==> src/rtl/antisat_pkg.sv <==
// Shared types and helpers for the Anti-SAT locking stage.
// The FSM state encoding, the default key length and an AND-reduce helper live here.
package antisat_pkg;

  typedef enum logic [1:0] {
    ST_EMPTY = 2'd0,
    ST_LOAD  = 2'd1,
    ST_ARMED = 2'd2
  } state_t;

  localparam int N_IN_DEF = 4;
  localparam int KEY_W    = 2 * N_IN_DEF;

  // Callers pad unused upper bits with ones so they do not affect the result.
  function automatic logic g_and(input logic [31:0] vec);
    return &vec;
  endfunction

endpackage

==> src/rtl/antisat_key_loader.sv <==
// Serial key loader: EMPTY -> LOAD -> ARMED FSM, bit index and key register.
// Bits are written LSB first; key_start restarts a load from any state.
module antisat_key_loader
  import antisat_pkg::*;
#(
  parameter int N_IN = 4
) (
  input  logic              i_clk,
  input  logic              i_rst,
  input  logic              i_key_start,
  input  logic              i_key_bit,
  input  logic              i_key_valid,
  output logic [2*N_IN-1:0] o_key_q,
  output logic              o_key_loaded,
  output state_t            o_state
);

  localparam int KW    = 2 * N_IN;
  localparam int IDX_W = $clog2(KW);

  state_t            r_state;
  logic [IDX_W-1:0]  r_idx;
  logic [KW-1:0]     r_key_q;

  // Reset key is deliberately wrong: K1 all-ones, K2 all-zeros.
  always_ff @(posedge i_clk) begin
    if (i_rst) begin
      r_state <= ST_EMPTY;
      r_idx   <= '0;
      r_key_q <= {{N_IN{1'b0}}, {N_IN{1'b1}}};
    end else if (i_key_start) begin
      r_state <= ST_LOAD;
      r_idx   <= '0;
    end else if ((r_state == ST_LOAD) && i_key_valid) begin
      r_key_q[r_idx] <= i_key_bit;
      r_idx          <= r_idx + IDX_W'(1);
      if (r_idx == IDX_W'(KW - 1)) begin
        r_state <= ST_ARMED;
      end
    end
  end

  assign o_key_q      = r_key_q;
  assign o_key_loaded = (r_state == ST_ARMED);
  assign o_state      = r_state;

endmodule

==> src/rtl/antisat_lock_pipe.sv <==
// Pipelined Anti-SAT locking stage: two valid/ready stages that XOR-flip the
// protected outputs with Y, plus a saturating count of corrupted beats.
module antisat_lock_pipe
  import antisat_pkg::*;
#(
  parameter int                N_IN      = 4,
  parameter int                N_OUT     = 2,
  parameter logic [N_OUT-1:0]  FLIP_MASK = {N_OUT{1'b1}},
  parameter int                CNT_W     = 8
) (
  input  logic              i_clk,
  input  logic              i_rst,
  input  logic              i_key_start,
  input  logic              i_key_bit,
  input  logic              i_key_valid,
  output logic              o_key_loaded,
  input  logic              i_in_valid,
  output logic              o_in_ready,
  input  logic [N_IN-1:0]   i_x_in,
  input  logic [N_OUT-1:0]  i_prot_in,
  output logic              o_out_valid,
  input  logic              i_out_ready,
  output logic [N_OUT-1:0]  o_data_out,
  output logic [CNT_W-1:0]  o_flip_cnt,
  output state_t            o_dbg_state
);

  logic [2*N_IN-1:0] w_key_q;
  logic              w_armed;
  logic [N_IN-1:0]   w_k1;
  logic [N_IN-1:0]   w_k2;
  logic              w_y;
  logic              w_accept;
  logic              w_s2_load;
  logic              w_out_fire;

  logic [N_IN-1:0]   r_x1;
  logic [N_OUT-1:0]  r_prot1;
  logic              r_v1;
  logic              r_v2;
  logic [N_OUT-1:0]  r_dout;
  logic [CNT_W-1:0]  r_cnt;

  antisat_key_loader #(.N_IN(N_IN)) u_key_loader (
    .i_clk        (i_clk),
    .i_rst        (i_rst),
    .i_key_start  (i_key_start),
    .i_key_bit    (i_key_bit),
    .i_key_valid  (i_key_valid),
    .o_key_q      (w_key_q),
    .o_key_loaded (o_key_loaded),
    .o_state      (o_dbg_state)
  );

  assign w_armed = (o_dbg_state == ST_ARMED);
  assign w_k1    = w_key_q[N_IN-1:0];
  assign w_k2    = w_key_q[2*N_IN-1:N_IN];

  // Y = &(x1^K1) & ~&(x1^K2); upper pad is ones so only N_IN bits matter (N_IN < 32).
  assign w_y = g_and({{(32-N_IN){1'b1}}, r_x1 ^ w_k1}) &
               ~g_and({{(32-N_IN){1'b1}}, r_x1 ^ w_k2});

  // Handshake: a beat moves on an edge where valid & ready are both high;
  // valid never depends on ready, and a held beat keeps its data stable.
  assign o_in_ready  = w_armed & (~r_v1 | ~r_v2 | i_out_ready);
  assign o_out_valid = w_armed & r_v2;
  assign w_accept    = i_in_valid & o_in_ready;
  assign w_s2_load   = w_armed & r_v1 & (~r_v2 | i_out_ready);
  assign w_out_fire  = o_out_valid & i_out_ready;

  always_ff @(posedge i_clk) begin
    if (i_rst) begin
      r_x1    <= '0;
      r_prot1 <= '0;
      r_v1    <= 1'b0;
      r_v2    <= 1'b0;
      r_dout  <= '0;
      r_cnt   <= '0;
    end else if (i_key_start) begin
      r_v1 <= 1'b0;
      r_v2 <= 1'b0;
    end else begin
      if (w_accept) begin
        r_x1    <= i_x_in;
        r_prot1 <= i_prot_in;
        r_v1    <= 1'b1;
      end else if (w_s2_load) begin
        r_v1 <= 1'b0;
      end
      if (w_s2_load) begin
        r_dout <= r_prot1 ^ ({N_OUT{w_y}} & FLIP_MASK);
        r_v2   <= 1'b1;
        if (w_y && (r_cnt != {CNT_W{1'b1}})) begin
          r_cnt <= r_cnt + CNT_W'(1);
        end
      end else if (w_out_fire) begin
        r_v2 <= 1'b0;
      end
    end
  end

  assign o_data_out = r_dout;
  assign o_flip_cnt = r_cnt;

endmodule

==> config.mk <==
export PLATFORM = sky130hd
export DESIGN_NAME = antisat_lock_pipe
export DESIGN_NICKNAME = d
export VERILOG_FILES = /design/src/rtl/antisat_pkg.sv /design/src/rtl/antisat_key_loader.sv /design/src/rtl/antisat_lock_pipe.sv
export SDC_FILE = /design/constraint.sdc
export NUM_CORES = 1
export LEC_CHECK = 0
export ABC_AREA = 0
export ABC_CLOCK_PERIOD_IN_PS = 2400
export BUFFER_PORTS_ARGS = -buffer_cell sky130_fd_sc_hd__buf_2
export CAP_MARGIN = 0
export CELL_PAD_IN_SITES_DETAIL_PLACEMENT = 0
export CELL_PAD_IN_SITES_GLOBAL_PLACEMENT = 1
export CORE_ASPECT_RATIO = 0.8
export CORE_MARGIN = 3
export CORE_UTILIZATION = 25
export DETAILED_ROUTE_END_ITERATION = 10
export MAX_ROUTING_LAYER = met4
export PLACE_DENSITY_LB_ADDON = 0.1
export SLEW_MARGIN = 20
export SYNTH_ARGS = -nofsm -noshare
export SYNTH_HDL_FRONTEND = slang
export SYNTH_SLANG_ARGS = --single-unit
==> constraint.sdc <==
create_clock -name i_clk -period 2.4 [get_ports i_clk]
set_input_delay 0.12 -clock i_clk [delete_from_list [all_inputs] [get_ports i_clk]]
set_output_delay 0.12 -clock i_clk [all_outputs]
set_load 0.05 [all_outputs]
# Word-level counts from Yosys, hierarchy flattened

Cells that the tools add are included.

Muxes and demuxes: 10
Add/sub/neg operators: 2
Equal/unequal tests: 4
Reductions and logical operators: 16
Bitwise logic cells: 17
$lt $le $gt $ge: 2

Operators with widths:

| operator                                                           | count |
|---|---|
| AND reduction 2 bit                                                | 5 |
| adder 8 x 1 -> 8 bit (second input constant)                       | 1 |
| bitwise mux 8 bit                                                  | 1 |
| two-way mux 1 bit                                                  | 8 |
| inequality test 8 bit (second input constant)                      | 1 |
| AND reduction 4 bit                                                | 2 |
| nonzero test 2 bit                                                 | 4 |
| XOR 4 bit                                                          | 2 |
| bitwise AND 1 bit                                                  | 7 |
| less-than comparator 3 x 4 -> 1 bit (second input constant)        | 1 |
| inverter 1 bit                                                     | 4 |
| adder 3 x 1 -> 3 bit (second input constant)                       | 1 |
| demux 1 bit (select 3 bit)                                         | 1 |
| == test 3 bit (second input constant)                              | 1 |
| greater-or-equal comparator 3 x 1 -> 1 bit (second input constant) | 1 |
| logical AND 1 bit                                                  | 3 |
| OR 1 bit                                                           | 3 |
| AND reduction 3 bit                                                | 1 |
| == test 2 x 1 -> 1 bit (second input constant)                     | 1 |
| == test 2 bit (second input constant)                              | 1 |
| OR reduction 2 bit                                                 | 1 |
| XOR 2 bit                                                          | 1 |

Register bits: 31
Logic and storage cells: 61
Output and inout port bits: 15

# Longest topological paths before layout

Word-level depth: 6
Mapped depth: 8
Gate-level depth less buffers: 6

# Cells and area by module

A second synthesis with hierarchy kept.

Cell total of the unflattened synthesis: 165
Area, all modules: 1552.7 um^2

Modules (own cells, without submodules):

| module             | times used | sequential area each (um^2) | area an instance (um^2) | cells an instance |
|---|---|---|---|---|
| antisat_lock_pipe  | 1          | 360.3                       | 968.4                   | 107 |
| antisat_key_loader | 1          | 260.2                       | 584.3                   | 58 |

# Least setup slack after synthesis

No wires, ideal clock.

Path type: reg2reg
Start point: register u_key_loader.r_state[1] (netlist: u_key_loader.o_state[1])
End point: register r_cnt[5] (netlist: o_flip_cnt[5])
Setup time: 121 ps
Buffers on the path: 3
Clock period less this slack: 2218 ps
Path slack: 182 ps
Data arrival time: 2098 ps
Data required time: 2279 ps
Cell stages (with the launch flop): 9
Cell sequence: dfxtp_1 -> nor2b_2 -> buf_6 -> and4b_1 -> buf_4 -> nand4_2 -> buf_6 -> nor3_1 -> mux2_2

Cells in the longest elaborated chain, start to end: 4

RTL lines:

| what                            | RTL line                 | text |
|---|---|---|
| from (decl)                     | antisat_key_loader.sv:21 | `state_t r_state;` |
| from (signal assigned)          | antisat_key_loader.sv:28 | `r_state <= ST_EMPTY;` |
| from (signal assigned)          | antisat_key_loader.sv:32 | `r_state <= ST_LOAD;` |
| from (signal assigned)          | antisat_key_loader.sv:38 | `r_state <= ST_ARMED;` |
| == test 2 bit                   | --                       |  |
| named net o_key_loaded          | antisat_lock_pipe.sv:16  | `output logic o_key_loaded,` |
| bitwise AND 1 bit (2 in series) | antisat_lock_pipe.sv:68  | `assign w_s2_load = w_armed & r_v1 & (~r_v2 \| i_out_ready);` |
| AND reduction 3 bit (no line)   | --                       |  |
| to (signal assigned)            | antisat_lock_pipe.sv:94  | `r_cnt <= r_cnt + CNT_W'(1);` |
| to (decl)                       | antisat_lock_pipe.sv:42  | `logic [CNT_W-1:0] r_cnt;` |

The timed path passes the listed nets, and every way through them passes these cells.
A chain may end at the register's enable or synchronous reset.

# Final worst setup path

Start point: register u_key_loader.r_state[1] (netlist: u_key_loader.o_state[1])
End point: register r_cnt[5] (netlist: o_flip_cnt[5])

Cells in the longest elaborated chain, start to end: 4

RTL lines:

| what                            | RTL line                | text |
|---|---|---|
| == test 2 bit                   | antisat_lock_pipe.sv:55 | `assign w_armed = (o_dbg_state == ST_ARMED);` |
| bitwise AND 1 bit (2 in series) | antisat_lock_pipe.sv:68 |  |
| AND reduction 3 bit (no line)   | --                      |  |

Every way passes these cells.

==> metrics <==
Initial Util=0.267; DRT Wirelength=between 3 and 4 mm; H-tree levels=2; first-pass GRT wire length=a little over 5 mm; Crit Reg-Reg Endpoint=o_flip_cnt[5]; Initial DRT Pass Iterations=4; Slew headroom=0.612; RSZ-0062 raised after global routing=no; Fin. Hold Viols=0; Setup Fix Bufs, Post-CTS=0; Post-Syn Area per Cell=around 9.1 um^2; P&R area growth vs syn=16.8%; commonest non-fill, non-tap cell in the layout=dfxtp_1; Clock Root Buffer=clkbuf_8; core box area=0.00562 mm^2; Power Total=between 0.9 and 1 mW; reg-to-reg setup timing slack=~0.45 ns; fmax=just over 0.5 GHz; worst path required time=approximately 2.6 ns; Setup TNS=0 ns; CTS tree=done; Yosys cell types=36; VDD IR-drop max=~0.00018 V; vias per cell=4.33; CTS buffer count=5; Synth Cell Area=0.00150 mm^2; hold crit path type=in -> reg; antenna viol nets, final=0; CTS clk-pin slew, worst paths=~0.070 ns; Final Skew=around 0.011 ns; Reg2Reg Launch Point=u_key_loader.o_state[1]; Hold Buf Count CTS=0; critical path launch point type=flop; Ports=28; syn_nets=180; hold slack final=around 0.075 ns; most frequent cells in the layout=dfxtp_1 (31), buf_2 (27), nor2_1 (22); All-Layer GR Usage=0.100; hold depth=3; PwrDens=~540 mW/mm^2; WS Path Type=reg -> reg; largest net degree at the start of global routing=28; Routed WL per cell=about 12 um; Antenna Cells=0; Die ar.=roughly 0.0070 mm^2; post-place instance area=~0.0017 mm^2; Fill cells=~610; Worst-Margin Slew=approximately 0.58 ns; final worst slack=roughly 0.45 ns; status=finished clean; Final setup viols=0; Core Util, Final=0.312; Final Instance Area=between 0.0015 and 0.002 mm^2; Leakage=around 0.74 nW; Post-DP HPWL=between 2 and 2.5 mm; max_cap viols=0; Cell Count, Final, Fillers Out=~270; Mapped Cells=around 160; RD Place Congestion=about 0.74; number of clock sinks=31; vias in the first global route=between 1000 and 1500; Synth Warn #=0; crit path time final=between 1.5 and 2 ns; period utilization=0.813; row cnt=24; fraction of layout cells with a size suffix above 1=0.207; DRT iter0 DRCs=32; clk_lat worst skew=between 0.2 and 0.3 ns; sequential fraction of the synthesis area=0.414; Worst Setup SP=u_key_loader.o_state[1]; Post-Place Worst Slack=0.446 ns; critical path data arrival time=approximately 2.1 ns; crit-path max FO=11; Setup crit end=o_flip_cnt[5]; crit end category=flop; # resized after CTS=0; number of antenna violations at the first check in global routing=0; post-synthesis register bit count=31; CTS max path bufs=2; Horiz. Die Dim=around 93 um; Die Y=between 70 and 80 um; placed cell count=between 200 and 300; # DRC=0; total gr overflow=0; count of final max-slew check failures=0; nets=203; PortBufs=27; Reg2Reg Depth=5; Vias=approximately 1200
-- registers in the layout, indices dropped and copies added (netlist names) --
| register | cells |
|---|---|
| o_data_out | 2 |
| o_flip_cnt | 8 |
| r_prot1 | 2 |
| r_v1 | 1 |
| r_v2 | 1 |
| r_x1 | 4 |
| u_key_loader.o_key_q | 8 |
| u_key_loader.o_state | 2 |
| u_key_loader.r_idx | 3 |
-- metal layers --
layer / share of wire / global-route usage
met1: 0.54 / 0.131
met2: 0.39 / 0.138
met3: 0.051 / 0.0360
met4: 0.012 / 0.0445
met5: 0 / -
-- layout make-up --
type                            count  area, um^2  share of cell area
Sequential cell                    31         621               0.354
Timing Repair Buffer               27         135              0.0771
Inverter                            3        11.3             0.00642
Tap cell                           78        97.6              0.0557
Multi-Input combinational cell    119         807               0.460
Clock inverter                      1        5.00             0.00286
Clock buffer                        7        76.3              0.0435
-- critical path, stage by stage (launching register included) --
cell	delay, ns
dfxtp_1	0.36
nor2b_2	0.27
and4b_1	0.36
nand4_2	0.25
nor3_1	0.24
mux2_2	0.35
-- cell usage after synthesis --
library cell,n,area (um^2)
and4b_1,1,10.0
o21ai_0,5,25.0
a21oi_1,9,45.0
nand2b_1,3,18.8
nand3_1,3,15.0
clkbuf_1,7,26.3
buf_2,1,5.00
buf_4,1,7.51
or3_1,6,37.5
mux2i_1,14,140
xor2_1,5,43.8
nand4b_1,1,8.76
ha_1,3,37.5
nand4_2,1,12.5
mux2_2,1,11.3
nor2_1,22,82.6
nand3b_2,1,11.3
a21boi_0,2,15.0
nor3_1,3,15.0
nand3b_1,1,7.51
xnor2_1,7,61.3
nor4_4,1,21.3
and4_1,2,17.5
nor3b_1,3,22.5
dfxtp_1,31,621
buf_6,2,22.5
inv_1,3,11.3
nor2b_1,2,12.5
nand2_1,9,33.8
nand4_1,4,25.0
or2_2,1,6.26
a22oi_1,1,7.51
a211oi_1,2,15.0
nor2b_2,1,8.76
and2_1,3,18.8
a311o_1,2,20.0
-- cell families (layout without fill, tap and decap cells) --
kind of cell / after synthesis / after routing / share of synthesized area
AOI/OAI and AO/OA: 21 / 21 / 0.0851
xor gates and xnor gates: 12 / 12 / 0.0701
adders and majority gates: 3 / 3 / 0.0250
buffers and inverters: 14 / 38 / 0.0484
DFF: 31 / 31 / 0.414
muxes: 15 / 15 / 0.101
and+or+nand+nor: 68 / 68 / 0.257
-- worst min-delay path by stage --
stage / startpoint / end / slack, ns
after detailed placement: i_x_in[0] / r_x1[0] / 0.36
final: i_x_in[0] / r_x1[0] / 0.07
after global routing: i_prot_in[0] / r_prot1[0] / 0.08
after global placement: i_prot_in[0] / r_prot1[0] / 0.35
after floorplan: i_key_start / u_key_loader.o_state[0] / 0.24
after CTS: i_x_in[0] / r_x1[0] / 0.06
-- power by group --
| part | switching [mW] | internal, mW | leakage, nW | total [mW] |
|---|---|---|---|---|
| clock network | 0.187 | 0.203 | 0.0422 | 0.390 |
| registers | 0.00326 | 0.517 | 0.250 | 0.520 |
| logic | 0.0250 | 0.0160 | 0.446 | 0.0410 |
| total | 0.215 | 0.736 | 0.738 | 0.951 |
Note: power is estimated with default switching activity, not from simulation.
